--- config.mk ---
export PLATFORM = sky130hd
export DESIGN_NAME = robertson_mult_param
export DESIGN_NICKNAME = d
export VERILOG_FILES = /design/src/rtl/robertson_mult_param.sv
export SDC_FILE = /design/constraint.sdc
export NUM_CORES = 1
export LEC_CHECK = 0
export ABC_AREA = 1
export CAP_MARGIN = 25
export CORE_MARGIN = 4
export CORE_UTILIZATION = 50
export CTS_CLUSTER_SIZE = 24
export DETAILED_ROUTE_END_ITERATION = 10
export GPL_TIMING_DRIVEN = 0
export PLACE_DENSITY = 0.8
export SYNTH_ARGS = -nofsm -noshare
export SYNTH_HDL_FRONTEND = slang
export SYNTH_SLANG_ARGS = --single-unit
--- constraint.sdc ---
create_clock -name clk -period 5.5 [get_ports clk]
set_clock_uncertainty 0.1 [all_clocks]
set_input_delay 1.1 -clock clk [delete_from_list [all_inputs] [get_ports clk]]
set_output_delay 1.1 -clock clk [all_outputs]
set_load 0.01 [all_outputs]
--- src/rtl/robertson_mult_param.sv ---
// robertson_mult_param: WIDTH-bit sequential add/shift multiplier with valid/ready handshakes,
// signed (Robertson correction) or unsigned per operation. Define ROBERTSON_ZERO_SKIP_EN for zero-operand bypass.

module robertson_mult_param #(
    parameter int WIDTH = 8
) (
    input  logic                 clk,
    input  logic                 rst,
    input  logic                 in_valid,
    output logic                 in_ready,
    input  logic [WIDTH-1:0]     multiplicand,
    input  logic [WIDTH-1:0]     multiplier,
    input  logic                 signed_mode,
    output logic                 out_valid,
    input  logic                 out_ready,
    output logic [2*WIDTH-1:0]   product,
    output logic                 busy
);

    localparam int CW = $clog2(WIDTH);
    localparam logic [WIDTH:0] ONE = (WIDTH + 1)'(1);

    typedef enum logic [1:0] {IDLE, RUN, DONE} state_t;

    state_t           state;
    state_t           state_next;
    logic [WIDTH-1:0] a_reg;
    logic [WIDTH-1:0] q_reg;
    logic [WIDTH-1:0] m_reg;
    logic             f_reg;
    logic             mode_reg;
    logic [CW-1:0]    count;
    logic             last_iter;
    logic             zero_ops;
    logic [WIDTH:0]   acc_ext;
    logic [WIDTH:0]   addend;
    logic [WIDTH:0]   sum;

    assign last_iter = (count == CW'(WIDTH - 1));
    assign product   = {a_reg, q_reg};

`ifdef ROBERTSON_ZERO_SKIP_EN
    assign zero_ops = (multiplicand == '0) || (multiplier == '0);
`else
    assign zero_ops = 1'b0;
`endif

    always_ff @(posedge clk) begin
        if (rst) begin
            state <= IDLE;
        end else begin
            state <= state_next;
        end
    end

    always_comb begin
        state_next = state;
        case (state)
            IDLE: begin
                if (in_valid) begin
                    state_next = zero_ops ? DONE : RUN;
                end
            end
            RUN: begin
                if (last_iter) begin
                    state_next = DONE;
                end
            end
            DONE: begin
                if (out_ready) begin
                    state_next = IDLE;
                end
            end
            default: state_next = IDLE;
        endcase
    end

    always_comb begin
        in_ready  = (state == IDLE);
        out_valid = (state == DONE);
        busy      = (state != IDLE);
    end

    // {F,A} is the partial product at WIDTH+1 bits; the last signed step subtracts M (sign weight of Q).
    always_comb begin
        acc_ext = {mode_reg & f_reg, a_reg};
        addend  = '0;
        if (q_reg[0]) begin
            addend = {mode_reg & m_reg[WIDTH-1], m_reg};
            if (mode_reg && last_iter) begin
                addend = ~addend + ONE;
            end
        end
        sum = acc_ext + addend;
    end

    always_ff @(posedge clk) begin
        if (rst) begin
            a_reg    <= '0;
            q_reg    <= '0;
            m_reg    <= '0;
            f_reg    <= 1'b0;
            mode_reg <= 1'b0;
            count    <= '0;
        end else begin
            case (state)
                IDLE: begin
                    if (in_valid) begin
                        m_reg    <= multiplicand;
                        q_reg    <= zero_ops ? '0 : multiplier;
                        mode_reg <= signed_mode;
                        a_reg    <= '0;
                        f_reg    <= 1'b0;
                        count    <= '0;
                    end
                end
                RUN: begin
                    a_reg <= sum[WIDTH:1];
                    q_reg <= {sum[0], q_reg[WIDTH-1:1]};
                    f_reg <= sum[WIDTH];
                    count <= count + CW'(1);
                end
                default: begin
                end
            endcase
        end
    end

endmodule

# ---- Word level (Yosys, flattened, before mapping)
# Cells that the tools add are included.
dict set report totals {
  elab_cells 40
  output_inout_bits 19
  reg_bits 31
}
dict set report op_classes {
  n_bitwise 3
  reduce_logical 7
  eq_ne 6
  muxes 14
  add_sub_neg 3
}
# cell n
set op_table {}
lappend op_table {{$pmux 8 s2} 2}
lappend op_table {{$mux 9} 2}
lappend op_table {{$mux 8} 2}
lappend op_table {{$add 9x1->9 const B} 1}
lappend op_table {{$add 9x9->9} 1}
lappend op_table {{$not 9->9} 1}
lappend op_table {{$mux 2} 3}
lappend op_table {{$pmux 2 s3} 1}
lappend op_table {{$pmux 3 s2} 1}
lappend op_table {{$ne 2x2->1 const B} 2}
lappend op_table {{$reduce_and 2->1} 2}
lappend op_table {{$reduce_bool 2->1} 2}
lappend op_table {{$add 3x1->3 const B} 1}
lappend op_table {{$eq 3x3->1 const B} 1}
lappend op_table {{$mux 3} 1}
lappend op_table {{$reduce_and 3->1} 1}
lappend op_table {{$and 1x1->1} 2}
lappend op_table {{$eq 2x1->1 const B} 1}
lappend op_table {{$eq 2x2->1 const B} 1}
lappend op_table {{$logic_not 2->1} 1}
lappend op_table {{$ne 2x1->1 const B} 1}
lappend op_table {{$pmux 1 s2} 1}
lappend op_table {{$logic_and 1x1->1} 1}
lappend op_table {{$mux 1} 1}

# ---- Logic depth before layout (Yosys ltp)
# Gate-level depths: netlist of the first run.
dict set report depth {
  depth_word 7
  ltp_mapped 17
  depth_no_buf 17
}

# ---- Least setup slack after synthesis of the first run
# Ideal clock, no wire load.
dict set report synth_timing {
  kind {reg-to-reg}
  startpoint {register count[0]}
  endpoint {register a_reg[7]}
  path_slack_ns 3.099
  setup_ns 0.070
  stages_incl_launch_ff 17
  arrival_ns 2.230
  path_cell_list {dfxtp_1 > ha_1 > ha_1 > nand2_2 > inv_2 > nand2_1 > o21ai_0 > o21ai_0 > a21oi_1 > ha_1 > nand2_1 > or2_0 > nand3_1 > inv_1 > nand3_1 > nand3_1 > a21oi_1}
}
dict set report synth_via {
  elab_chain_len 6
}
# item line_no
set synth_lines {}
lappend synth_lines {{start, declared} 32} ;# logic [CW-1:0] count;
lappend synth_lines {{start signal, assigned} 121} ;# count <= count + CW'(1);
lappend synth_lines {{$eq 3x3->1} 39} ;# assign last_iter = (count == CW'(WIDTH - 1));
lappend synth_lines {{$logic_and 1x1->1} 90} ;# if (mode_reg && last_iter) begin
lappend synth_lines {{$mux 9} 90}
lappend synth_lines {{$mux 9} 88} ;# if (q_reg[0]) begin
lappend synth_lines {{$add 9x9->9} 94} ;# sum = acc_ext + addend;
lappend synth_lines {{$pmux 8 s2} 106} ;# case (state)
lappend synth_lines {{end signal, assigned} 118} ;# a_reg <= sum[WIDTH:1];
lappend synth_lines {{end, declared} 27} ;# logic [WIDTH-1:0] a_reg;
# Every way passes these cells.
# A chain may end at the register's enable or synchronous reset.

# ---- Worst setup path after layout of the first run
# Same ends and word-level chain as after synthesis.

==> run_summary.xml, run 1 <==
<?xml version="1.0" encoding="UTF-8"?>
<metrics>
  <group name="critical_path">
    <metric name="critical_path.slowest_cell" unit="">fa_1</metric>
    <metric name="worst_path_dominant_cell_family" unit="">simple AND/OR/NAND/NOR gates</metric>
    <metric name="critPathArrivalTime" unit="ns">2.91</metric>
    <metric name="endpoint_kind_of_the_worst_setup_timing_path" unit="">flop</metric>
    <metric name="cp_cell_sequence" unit="">ha_1, ha_1, nand2_2, inv_2, nor2_1, nor3_1, inv_1, fa_1, inv_1, nand3_1, nand2_1, nand2_1, nand3_1, inv_1, nand3_1, nand3_1, a21oi_1</metric>
    <metric name="bufs_and_invs_on_worst_path" unit="">4</metric>
    <metric name="worst_path_most_repeated_cell" unit="">nand3_1</metric>
    <metric name="critical_path.max_stage_delay" unit="ns">0.39</metric>
    <metric name="worst-endpoint-required" unit="ns">5.67</metric>
    <metric name="worstSetupPathType" unit="">flop to flop</metric>
    <metric name="worstPathMaxFanout" unit="">6</metric>
    <metric name="start_kind" unit="">flop</metric>
  </group>
  <group name="synth">
    <metric name="ys_types" unit="">30</metric>
    <metric name="post_synth_inst_count" unit="">246</metric>
    <metric name="yosys_register_bits" unit="">30</metric>
    <metric name="synth.yosys.seq_area_share" unit="%">33.9</metric>
    <metric name="post_synth_instance_area" unit="sq um">1770</metric>
    <metric name="synthesis.yosys.warnings" unit="">0</metric>
    <metric name="avgSynthCellArea" unit="sq um">7.20</metric>
    <metric name="synth_nets" unit="">279</metric>
  </group>
  <group name="sta">
    <metric name="finalCritPeriodShare" unit="%">49.8</metric>
    <metric name="max-slew-margin-rel" unit="%">69.1</metric>
    <metric name="fin_tns_setup" unit="ns">0</metric>
    <metric name="grt_setup_unrepaired" unit="">no</metric>
    <metric name="tightest_slew" unit="ns">0.464</metric>
    <metric name="slew_violations" unit="">0</metric>
    <metric name="report.final.setup_viol" unit="">0</metric>
    <metric name="finalWorstPathRequiredPeriod" unit="ns">2.74</metric>
    <metric name="hold_viol" unit="">0</metric>
    <metric name="fmax" unit="GHz">0.365</metric>
    <metric name="holdWs" unit="ns">0.374</metric>
  </group>
  <group name="finish">
    <metric name="final-seq-area" unit="sq um">601</metric>
    <metric name="ant_diodes" unit="">0</metric>
    <metric name="area_growth_syn_to_layout" unit="%">29.8</metric>
    <metric name="most-common-layout-cells" unit="">nand2_1 (39), clkdlybuf4s50_1 (39), a21oi_1 (36)</metric>
    <metric name="multiInputGateArea" unit="sq um">988</metric>
    <metric name="num-fill-cells" unit="">294</metric>
    <metric name="num-nets-final" unit="">325</metric>
    <metric name="layout-drive-gt1-share" unit="%">8.53</metric>
  </group>
  <group name="routing">
    <metric name="vias_per_cell" unit="">5.11</metric>
    <metric name="antenna_violating_nets_post_route" unit="">0</metric>
    <metric name="routed_wirelength" unit="mm">4.25</metric>
    <metric name="vias" unit="">1733</metric>
    <metric name="wl_per_cell" unit="um">12.5</metric>
    <metric name="dr.first_iter.drc_count" unit="">85</metric>
    <metric name="drt_pre_antenna_iters" unit="">4</metric>
    <metric name="route.detailed.drc" unit="">0</metric>
  </group>
  <group name="floorplan">
    <metric name="placement_rows" unit="">21</metric>
    <metric name="die_h" unit="um">67.5</metric>
    <metric name="initial_core_util" unit="%">52.2</metric>
    <metric name="core_area" unit="sq um">3390</metric>
    <metric name="floorplan.die_area" unit="sq um">4560</metric>
    <metric name="top_level_i_o_count" unit="">40</metric>
    <metric name="chipWidth" unit="um">67.5</metric>
  </group>
  <group name="clock_tree">
    <metric name="cts_root_buffer" unit="">clkbuf_4</metric>
    <metric name="post-cts-setup-buffers" unit="">0</metric>
    <metric name="number_of_levels_the_h_tree_was_split_into" unit="">2</metric>
    <metric name="postCtsHoldBufs" unit="">0</metric>
    <metric name="cts.reportedPaths.clkPinSlew" unit="ns">0.09</metric>
    <metric name="tritoncts" unit="">built</metric>
    <metric name="cts_inserted_buffers" unit="">5</metric>
    <metric name="clk_latency" unit="ns">0.33</metric>
    <metric name="cts_sinks" unit="">30</metric>
    <metric name="clockBufferDepth" unit="">2</metric>
    <metric name="cts_resized" unit="">0</metric>
  </group>
  <group name="placement">
    <metric name="gpl.final_weighted_congestion" unit="">0.851</metric>
    <metric name="detailedPlacementHpwl" unit="mm">3.20</metric>
    <metric name="portBuffers" unit="">39</metric>
  </group>
  <group name="power_and_ir_drop">
    <metric name="power_leakage" unit="uW">0.000996</metric>
    <metric name="max-vdd-ir-drop" unit="mV">0.116</metric>
    <metric name="power.density" unit="nW/um^2">226</metric>
  </group>
  <group name="global_routing">
    <metric name="gr-usage-all-layers" unit="%">21.1</metric>
    <metric name="grt_antenna_before_repair" unit="">0</metric>
    <metric name="vias_in_the_first_global_route" unit="">1641</metric>
    <metric name="globalRouteOverflowTotal" unit="">0</metric>
    <metric name="first_pass_grt_wire_length" unit="mm">7.26</metric>
    <metric name="largest_net_degree_at_the_start_of_global_routing" unit="">11</metric>
  </group>
  <group name="status">
    <metric name="status" unit="">finished, final reports clean</metric>
  </group>
  <group name="min_path">
    <metric name="tightest_hold_check_type" unit="">flop to flop</metric>
  </group>
  <group name="flow_run">
    <metric name="drv_cap" unit="">0</metric>
  </group>
</metrics>
==> Yosys cell counts <==
cell type / instances / share of area (%)
a21oi_1: 36 / 10
or2_2: 2 / 0.71
ha_1: 11 / 7.8
dfxtp_1: 30 / 34
a31oi_1: 1 / 0.35
buf_4: 1 / 0.42
a21o_1: 2 / 0.85
nor2_8: 1 / 1.1
inv_2: 1 / 0.21
nand2_1: 39 / 8.3
nand3_2: 1 / 0.57
inv_1: 30 / 6.4
clkbuf_1: 2 / 0.42
o21ai_0: 19 / 5.4
or2_1: 2 / 0.71
nor2_4: 1 / 0.64
o21ai_1: 1 / 0.28
or2_0: 1 / 0.35
nand2_4: 1 / 0.64
nand3_1: 15 / 4.2
nand2_2: 2 / 0.71
buf_2: 3 / 0.85
fa_1: 1 / 1.1
nand4_1: 2 / 0.71
nor2_1: 19 / 4.0
buf_6: 2 / 1.3
a211oi_1: 14 / 5.9
nor3_1: 3 / 0.85
nand3b_1: 1 / 0.42
inv_4: 2 / 0.71
==> kinds of logic (layout without fill, tap and decap cells) <==
logic type	after synthesis	count (layout)	share of synthesized area, %
compound gates	73	73	23.0
flops	30	30	33.9
simple gates	90	90	24.0
fa+ha+maj	12	12	8.90
buf+inv	41	88	10.2
==> area by class of cell <==
cell class	count	share of cell area, %
Sequential cell	30	26.1
Buffer	8	2.29
Tap cell	46	2.51
Multi-Input combinational cell	175	43.0
Timing Repair Buffer	39	17.0
Inverter	33	5.61
Clock buffer	8	3.43
==> metrics by stage <==
step	power, uW	instances	setup slack, ns	utilization, %	area (sq um)
after floorplan	312	246	3.10	-	1770
after global placement	358	331	2.84	65.4	2220
after detailed placement	360	331	2.80	65.4	2220
after CTS	523	339	2.76	67.8	2300
after global routing	546	339	2.46	67.8	2300
final	519	339	2.76	67.8	2300
==> worst min-delay path, cell delays in order, from the launching register on <==
cell	delay [ns]
dfxtp_1	0.32
nand2_1	0.06
a21oi_1	0.05
==> report_power, final <==
| part | internal (uW) | switching [uW] | total [uW] |
|---|---|---|---|
| clock | 87.3 | 76.8 | 164 |
| sequential | 232 | 11.2 | 243 |
| combinational | 53.8 | 58.5 | 112 |
==> final timing paths <==
path	to	slack, ns	start	cells after the start
max	a_reg[7]	2.76	count[0]	17
min	count[1]	0.37	count[1]	2
max reg2reg	a_reg[7]	2.76	count[0]	17
min reg2reg	count[1]	0.37	count[1]	2
==> metal layers <==
layer,up-vias,global-route usage (%),routed length (um)
met1,760,26.2,2000
li1,918,-,-
met5,-,0,0
met3,6,5.32,242
met2,49,35.4,1950
met4,0,6.84,60
No activity file was read; power rests on OpenSTA's default activity.
==> inputs of run 2 (changes only) <==
- clock period: 5.5 -> 2.8 ns (I/O delays scaled with it)
==> run 2 against run 1 <==
Net effect: first-iteration DRC count up 19%; die area did not move; sequential share of layout area down 0.63 points; sequential power rose by 96%; via count up 2.5%; routed wire length grew 2.0%; critical path depth down 3; non-clock buffer count increased by 4.
==> run_summary.xml, run 2 (synthesis results as in run 1) <==
<?xml version="1.0" encoding="UTF-8"?>
<metrics>
  <group name="critical_path">
    <metric name="worstSetupPathType" unit="">flop to flop</metric>
    <metric name="critical_path.max_stage_delay" unit="ns">0.35</metric>
    <metric name="worstRegToRegCells" unit="">14</metric>
    <metric name="critical_path.reg2reg.endpoint" unit="">a_reg[5]</metric>
    <metric name="register_to_register_setup_slack" unit="ns">0.23</metric>
    <metric name="worstPathMaxFanout" unit="">6</metric>
    <metric name="start_kind" unit="">flop</metric>
    <metric name="rr_startpoint" unit="">count[0]</metric>
    <metric name="worst-endpoint-required" unit="ns">2.90</metric>
    <metric name="critPathArrivalTime" unit="ns">2.67</metric>
    <metric name="worst_path_most_repeated_cell" unit="">a21oi_1</metric>
    <metric name="endpoint_kind_of_the_worst_setup_timing_path" unit="">flop</metric>
    <metric name="critical_path.slowest_cell" unit="">dfxtp_2</metric>
    <metric name="cp_cell_sequence" unit="">ha_2, ha_4, nand2_2, nor2_1, o21ai_0, a21oi_1, ha_1, a21oi_1, nand2_2, nand3_1, nand2_1, or2_2, nand3_1, a21oi_1</metric>
  </group>
  <group name="routing">
    <metric name="wl_per_cell" unit="um">12.6</metric>
    <metric name="drt_pre_antenna_iters" unit="">4</metric>
    <metric name="route.detailed.drc" unit="">0</metric>
    <metric name="routed_wirelength" unit="mm">4.34</metric>
    <metric name="antenna_violating_nets_post_route" unit="">0</metric>
    <metric name="vias_per_cell" unit="">5.18</metric>
    <metric name="dr.first_iter.drc_count" unit="">101</metric>
    <metric name="vias" unit="">1776</metric>
  </group>
  <group name="placement">
    <metric name="detailedPlacementHpwl" unit="mm">3.20</metric>
    <metric name="portBuffers" unit="">39</metric>
    <metric name="gpl.final_weighted_congestion" unit="">0.851</metric>
    <metric name="post_placement_setup_slack" unit="ns">0.0994</metric>
  </group>
  <group name="global_routing">
    <metric name="first_pass_grt_wire_length" unit="mm">7.26</metric>
    <metric name="largest_net_degree_at_the_start_of_global_routing" unit="">11</metric>
    <metric name="grt_antenna_before_repair" unit="">0</metric>
    <metric name="gr-usage-all-layers" unit="%">21.1</metric>
    <metric name="vias_in_the_first_global_route" unit="">1641</metric>
    <metric name="globalRouteOverflowTotal" unit="">0</metric>
  </group>
  <group name="sta">
    <metric name="max-slew-margin-rel" unit="%">67.3</metric>
    <metric name="fmax" unit="GHz">0.389</metric>
    <metric name="finalWorstSetupSlack" unit="ns">0.230</metric>
    <metric name="fin_tns_setup" unit="ns">0</metric>
    <metric name="hold_viol" unit="">0</metric>
    <metric name="tightest_slew" unit="ns">0.491</metric>
    <metric name="holdWs" unit="ns">0.375</metric>
    <metric name="finalWorstPathRequiredPeriod" unit="ns">2.57</metric>
    <metric name="report.final.setup_viol" unit="">0</metric>
    <metric name="finalCritPeriodShare" unit="%">91.8</metric>
    <metric name="slew_violations" unit="">0</metric>
  </group>
  <group name="finish">
    <metric name="area_growth_syn_to_layout" unit="%">33.2</metric>
    <metric name="most-common-layout-cells" unit="">clkdlybuf4s50_1 (39), nand2_1 (37), a21oi_1 (36)</metric>
    <metric name="layout-drive-gt1-share" unit="%">12.1</metric>
    <metric name="final_common_cell" unit="">clkdlybuf4s50_1</metric>
    <metric name="postLayoutCoreUtil" unit="%">69.6</metric>
    <metric name="ant_diodes" unit="">0</metric>
    <metric name="num-nets-final" unit="">329</metric>
  </group>
  <group name="clock_tree">
    <metric name="cts.reportedPaths.clkPinSlew" unit="ns">0.09</metric>
    <metric name="clockBufferDepth" unit="">2</metric>
    <metric name="postCtsHoldBufs" unit="">0</metric>
    <metric name="cts_inserted_buffers" unit="">5</metric>
    <metric name="tritoncts" unit="">built</metric>
    <metric name="number_of_levels_the_h_tree_was_split_into" unit="">2</metric>
    <metric name="cts_sinks" unit="">30</metric>
    <metric name="cts_root_buffer" unit="">clkbuf_4</metric>
    <metric name="clk_latency" unit="ns">0.33</metric>
  </group>
  <group name="status">
    <metric name="status" unit="">finished, final reports clean</metric>
  </group>
  <group name="floorplan">
    <metric name="placement_rows" unit="">21</metric>
    <metric name="chipWidth" unit="um">67.5</metric>
    <metric name="initial_core_util" unit="%">52.2</metric>
    <metric name="die_h" unit="um">67.5</metric>
    <metric name="floorplan.die_area" unit="sq um">4560</metric>
    <metric name="core_area" unit="sq um">3390</metric>
    <metric name="top_level_i_o_count" unit="">40</metric>
  </group>
  <group name="power_and_ir_drop">
    <metric name="power.density" unit="nW/um^2">435</metric>
    <metric name="power_leakage" unit="uW">0.00101</metric>
    <metric name="design_power_total" unit="uW">1030</metric>
    <metric name="max-vdd-ir-drop" unit="mV">0.228</metric>
  </group>
  <group name="flow_run">
    <metric name="drv_cap" unit="">0</metric>
  </group>
  <group name="min_path">
    <metric name="worstHoldEndpoint" unit="">q_reg[7]</metric>
    <metric name="hold_path_startpoint" unit="">q_reg[7]</metric>
    <metric name="tightest_hold_check_type" unit="">flop to flop</metric>
    <metric name="worstHoldPathCells" unit="">2</metric>
  </group>
</metrics>
[run 2: cell count changes in the layout (fill, tap and decap cells not counted), sizes merged]
cell / previous run / this run
buf: 6 / 10
[run 2: what timing repair did]
action | in CTS | in global routing
setup endpoints to repair | 0 | 5
resized for setup | 0 | 9
setup buffers | 0 | 4
[run 2: per-layer routing]
layer | track usage [%] | up-vias | wire length (um)
met3 | 5.32 | 8 | 256
met2 | 35.4 | 60 | 2010
met1 | 26.2 | 780 | 1990
met4 | 6.84 | 0 | 84
li1 | - | 928 | -
met5 | 0 | - | 0
[run 2: worst max path at each step]
stage          cells after the start        to      from
2_1_floorplan                     16  a_reg[7]  count[0]
3_3_place_gp                      17  a_reg[7]  count[0]
3_5_place_dp                      17  a_reg[7]  count[0]
4_1_cts                           17  a_reg[7]  count[0]
5_1_grt                           17  a_reg[7]  count[0]
6_report                          14  a_reg[5]  count[0]
[run 2: worst max-delay path, delay by kind of cell, from the launching register on]
kind | cells | cell delay, ns
and+or+nand+nor | 7 | 0.81
adders and majority gates | 3 | 0.65
AOI/OAI and AO/OA | 4 | 0.52
DFF | 1 | 0.35
[run 2: layout make-up]
cell class / instances / area, sq um
fillers: 282 / 1030
multi-input cells: 175 / 1020
well taps: 46 / 57.6
clock buffers: 8 / 78.8
plain buffers: 8 / 52.6
inverters: 33 / 129
flip-flops and latches: 30 / 602
repair buffers: 43 / 420
[run 2: metrics by stage]
stage,area (sq um),instances
floorplan,1770,246
global placement,2220,331
detailed placement,2220,331
CTS,2300,339
global route,2360,343
finish,2360,343
[run 2: where the power goes]
group / switching (uW) / internal, uW / leakage, uW
Combinational: 118 / 108 / 0.000720
Sequential: 22.5 / 455 / 0.000247
Clock: 150 / 171 / 0.0000446
Total: 290 / 735 / 0.00101
==> inputs of run 3 (changes only) <==
- PLACE_DENSITY: 0.8 -> 0.84
==> run 3 against run 2 <==
Net effect: routed wire length is 3.5% lower; die area stayed put; sequential power hardly changed; power is 2.2% higher; final cell count is 1.2% lower; fmax is 1.0% lower; combinational power is 2% lower; global-route usage is 2.0 points lower; first-iteration DRC count is 30% lower.
==> run_summary.xml, run 3 (synthesis results as in run 1) <==
<?xml version="1.0" encoding="UTF-8"?>
<metrics>
  <group name="critical_path">
    <metric name="worst_path_most_repeated_cell" unit="">a21oi_1</metric>
    <metric name="critical_path.slowest_cell" unit="">dfxtp_1</metric>
    <metric name="worst-endpoint-required" unit="ns">2.91</metric>
    <metric name="worstPathMaxFanout" unit="">6</metric>
    <metric name="critical_path.max_stage_delay" unit="ns">0.35</metric>
    <metric name="start_kind" unit="">flop</metric>
    <metric name="endpoint_kind_of_the_worst_setup_timing_path" unit="">flop</metric>
    <metric name="critPathArrivalTime" unit="ns">2.71</metric>
    <metric name="cp_cell_sequence" unit="">ha_1, ha_2, nand2_2, nor2_1, o21ai_0, a21oi_1, ha_1, a21oi_1, nand2_1, nand3_1, nand2_1, or2_2, nand3_1, a21oi_1</metric>
    <metric name="worstSetupPathType" unit="">flop to flop</metric>
  </group>
  <group name="power_and_ir_drop">
    <metric name="design_power_total" unit="uW">1050</metric>
    <metric name="swShare" unit="%">28.8</metric>
    <metric name="power.share.clock" unit="%">33.3</metric>
    <metric name="max-vdd-ir-drop" unit="mV">0.254</metric>
    <metric name="int_power" unit="uW">746</metric>
    <metric name="power.share.sequential" unit="%">45.6</metric>
    <metric name="comb_power_share" unit="%">21.1</metric>
    <metric name="power.density" unit="nW/um^2">452</metric>
    <metric name="power_leakage" unit="uW">0.000993</metric>
    <metric name="power.net_switching" unit="uW">301</metric>
  </group>
  <group name="finish">
    <metric name="post_route_non_filler_standard_cell_count" unit="">339</metric>
    <metric name="layout-drive-gt1-share" unit="%">10.6</metric>
    <metric name="area_growth_syn_to_layout" unit="%">30.8</metric>
    <metric name="most-common-layout-cells" unit="">clkdlybuf4s50_1 (39), nand2_1 (38), a21oi_1 (36)</metric>
    <metric name="post-route-cell-area" unit="sq um">2320</metric>
    <metric name="ant_diodes" unit="">0</metric>
    <metric name="num-nets-final" unit="">325</metric>
    <metric name="num-fill-cells" unit="">289</metric>
    <metric name="final_common_cell" unit="">clkdlybuf4s50_1</metric>
  </group>
  <group name="clock_tree">
    <metric name="tritoncts" unit="">built</metric>
    <metric name="clockBufferDepth" unit="">2</metric>
    <metric name="clk_latency" unit="ns">0.34</metric>
    <metric name="cts_resized" unit="">0</metric>
    <metric name="cts_sinks" unit="">30</metric>
    <metric name="cts_inserted_buffers" unit="">5</metric>
    <metric name="cts.reportedPaths.clkPinSlew" unit="ns">0.09</metric>
    <metric name="post-cts-setup-buffers" unit="">0</metric>
    <metric name="number_of_levels_the_h_tree_was_split_into" unit="">2</metric>
    <metric name="postCtsHoldBufs" unit="">0</metric>
    <metric name="cts_root_buffer" unit="">clkbuf_4</metric>
  </group>
  <group name="sta">
    <metric name="slew_violations" unit="">0</metric>
    <metric name="holdWs" unit="ns">0.377</metric>
    <metric name="finalCritPeriodShare" unit="%">92.7</metric>
    <metric name="report.final.setup_viol" unit="">0</metric>
    <metric name="tightest_slew" unit="ns">0.485</metric>
    <metric name="grt_setup_unrepaired" unit="">yes</metric>
    <metric name="fin_tns_setup" unit="ns">0</metric>
    <metric name="finalWorstPathRequiredPeriod" unit="ns">2.60</metric>
    <metric name="hold_viol" unit="">0</metric>
    <metric name="fmax" unit="GHz">0.385</metric>
    <metric name="max-slew-margin-rel" unit="%">67.6</metric>
  </group>
  <group name="routing">
    <metric name="routed_wirelength" unit="mm">4.19</metric>
    <metric name="route.detailed.drc" unit="">0</metric>
    <metric name="drt_pre_antenna_iters" unit="">4</metric>
    <metric name="vias_per_cell" unit="">5.13</metric>
    <metric name="antenna_violating_nets_post_route" unit="">0</metric>
    <metric name="dr.first_iter.drc_count" unit="">71</metric>
    <metric name="wl_per_cell" unit="um">12.3</metric>
    <metric name="vias" unit="">1739</metric>
  </group>
  <group name="global_routing">
    <metric name="groute.layer.met2.usage" unit="%">31.2</metric>
    <metric name="vias_in_the_first_global_route" unit="">1523</metric>
    <metric name="largest_net_degree_at_the_start_of_global_routing" unit="">11</metric>
    <metric name="gr-usage-all-layers" unit="%">19.1</metric>
    <metric name="met1_usage" unit="%">23.8</metric>
    <metric name="grt_use_met3" unit="%">3.83</metric>
    <metric name="globalRouteOverflowTotal" unit="">0</metric>
    <metric name="first_pass_grt_wire_length" unit="mm">6.58</metric>
    <metric name="grt_antenna_before_repair" unit="">0</metric>
    <metric name="globalRoute.busiestLayer" unit="">met2</metric>
  </group>
  <group name="flow_run">
    <metric name="drv_cap" unit="">0</metric>
  </group>
  <group name="floorplan">
    <metric name="floorplan.die_area" unit="sq um">4560</metric>
    <metric name="placement_rows" unit="">21</metric>
    <metric name="initial_core_util" unit="%">52.2</metric>
    <metric name="core_area" unit="sq um">3390</metric>
    <metric name="chipWidth" unit="um">67.5</metric>
    <metric name="top_level_i_o_count" unit="">40</metric>
    <metric name="die_h" unit="um">67.5</metric>
  </group>
  <group name="status">
    <metric name="status" unit="">finished, final reports clean</metric>
  </group>
  <group name="placement">
    <metric name="detailedPlacementHpwl" unit="mm">3.09</metric>
    <metric name="portBuffers" unit="">39</metric>
    <metric name="number_of_placed_instances_with_taps_included" unit="">331</metric>
    <metric name="dpl-instance-area" unit="sq um">2220</metric>
    <metric name="gpl.final_weighted_congestion" unit="">0.841</metric>
  </group>
  <group name="min_path">
    <metric name="tightest_hold_check_type" unit="">flop to flop</metric>
  </group>
</metrics>
-- run 3: cell count changes in the layout (fill, tap and decap cells not counted), sizes merged --
cell    previous run  this run
buf               10         6
clkbuf            10         7
clkinv             0         2
bufinv             0         1
-- run 3: final timing paths --
kind / from / to / slack (ns) / cells after the start
setup / recovery: count[1] / a_reg[5] / 0.20 / 14
hold / removal: count[1] / count[1] / 0.38 / 2
setup reg to reg: count[1] / a_reg[5] / 0.20 / 14
hold reg to reg: count[1] / count[1] / 0.38 / 2
-- run 3: power by group through the flow --
stage / Clock, uW / Combinational [uW] / Sequential (uW)
after global placement: 0 / 217 / 486
after detailed placement: 0 / 220 / 486
after global routing: 371 / 246 / 481
after floorplan: 0 / 124 / 489
final: 349 / 222 / 477
after CTS: 356 / 221 / 477
-- run 3: cell type report --
type / count / area (sq um) / share of cell area (%)
multi-input cells: 175 / 1010 / 43.5
flip-flops and latches: 30 / 602 / 26.0
repair buffers: 39 / 390 / 16.9
inverters: 33 / 129 / 5.56
well taps: 46 / 57.6 / 2.49
plain buffers: 8 / 52.6 / 2.27
clock inverters: 3 / 40.0 / 1.73
clock buffers: 5 / 37.5 / 1.62
-- run 3: metrics by stage --
| step | setup slack [ns] | utilization (%) |
|---|---|---|
| 6_report | 0.204 | 68.3 |
| 3_5_place_dp | 0.114 | 65.4 |
| 5_1_grt | -0.0143 | 68.3 |
| 2_1_floorplan | 0.399 | - |
| 3_3_place_gp | 0.166 | 65.4 |
| 4_1_cts | 0.0825 | 67.7 |
-- run 3: routing by layer --
layer / wire [um] / vias to the layer above
met2: 1920 / 46
li1: - / 918
met3: 224 / 11
met5: 0 / -
met4: 109 / 0
met1: 1930 / 764
-- run 3: critical path, delay by kind of cell, from the launching register on --
family	cells	cell delay (ns)
flops	1	0.35
fa+ha+maj	3	0.67
compound gates	4	0.50
simple gates	7	0.86
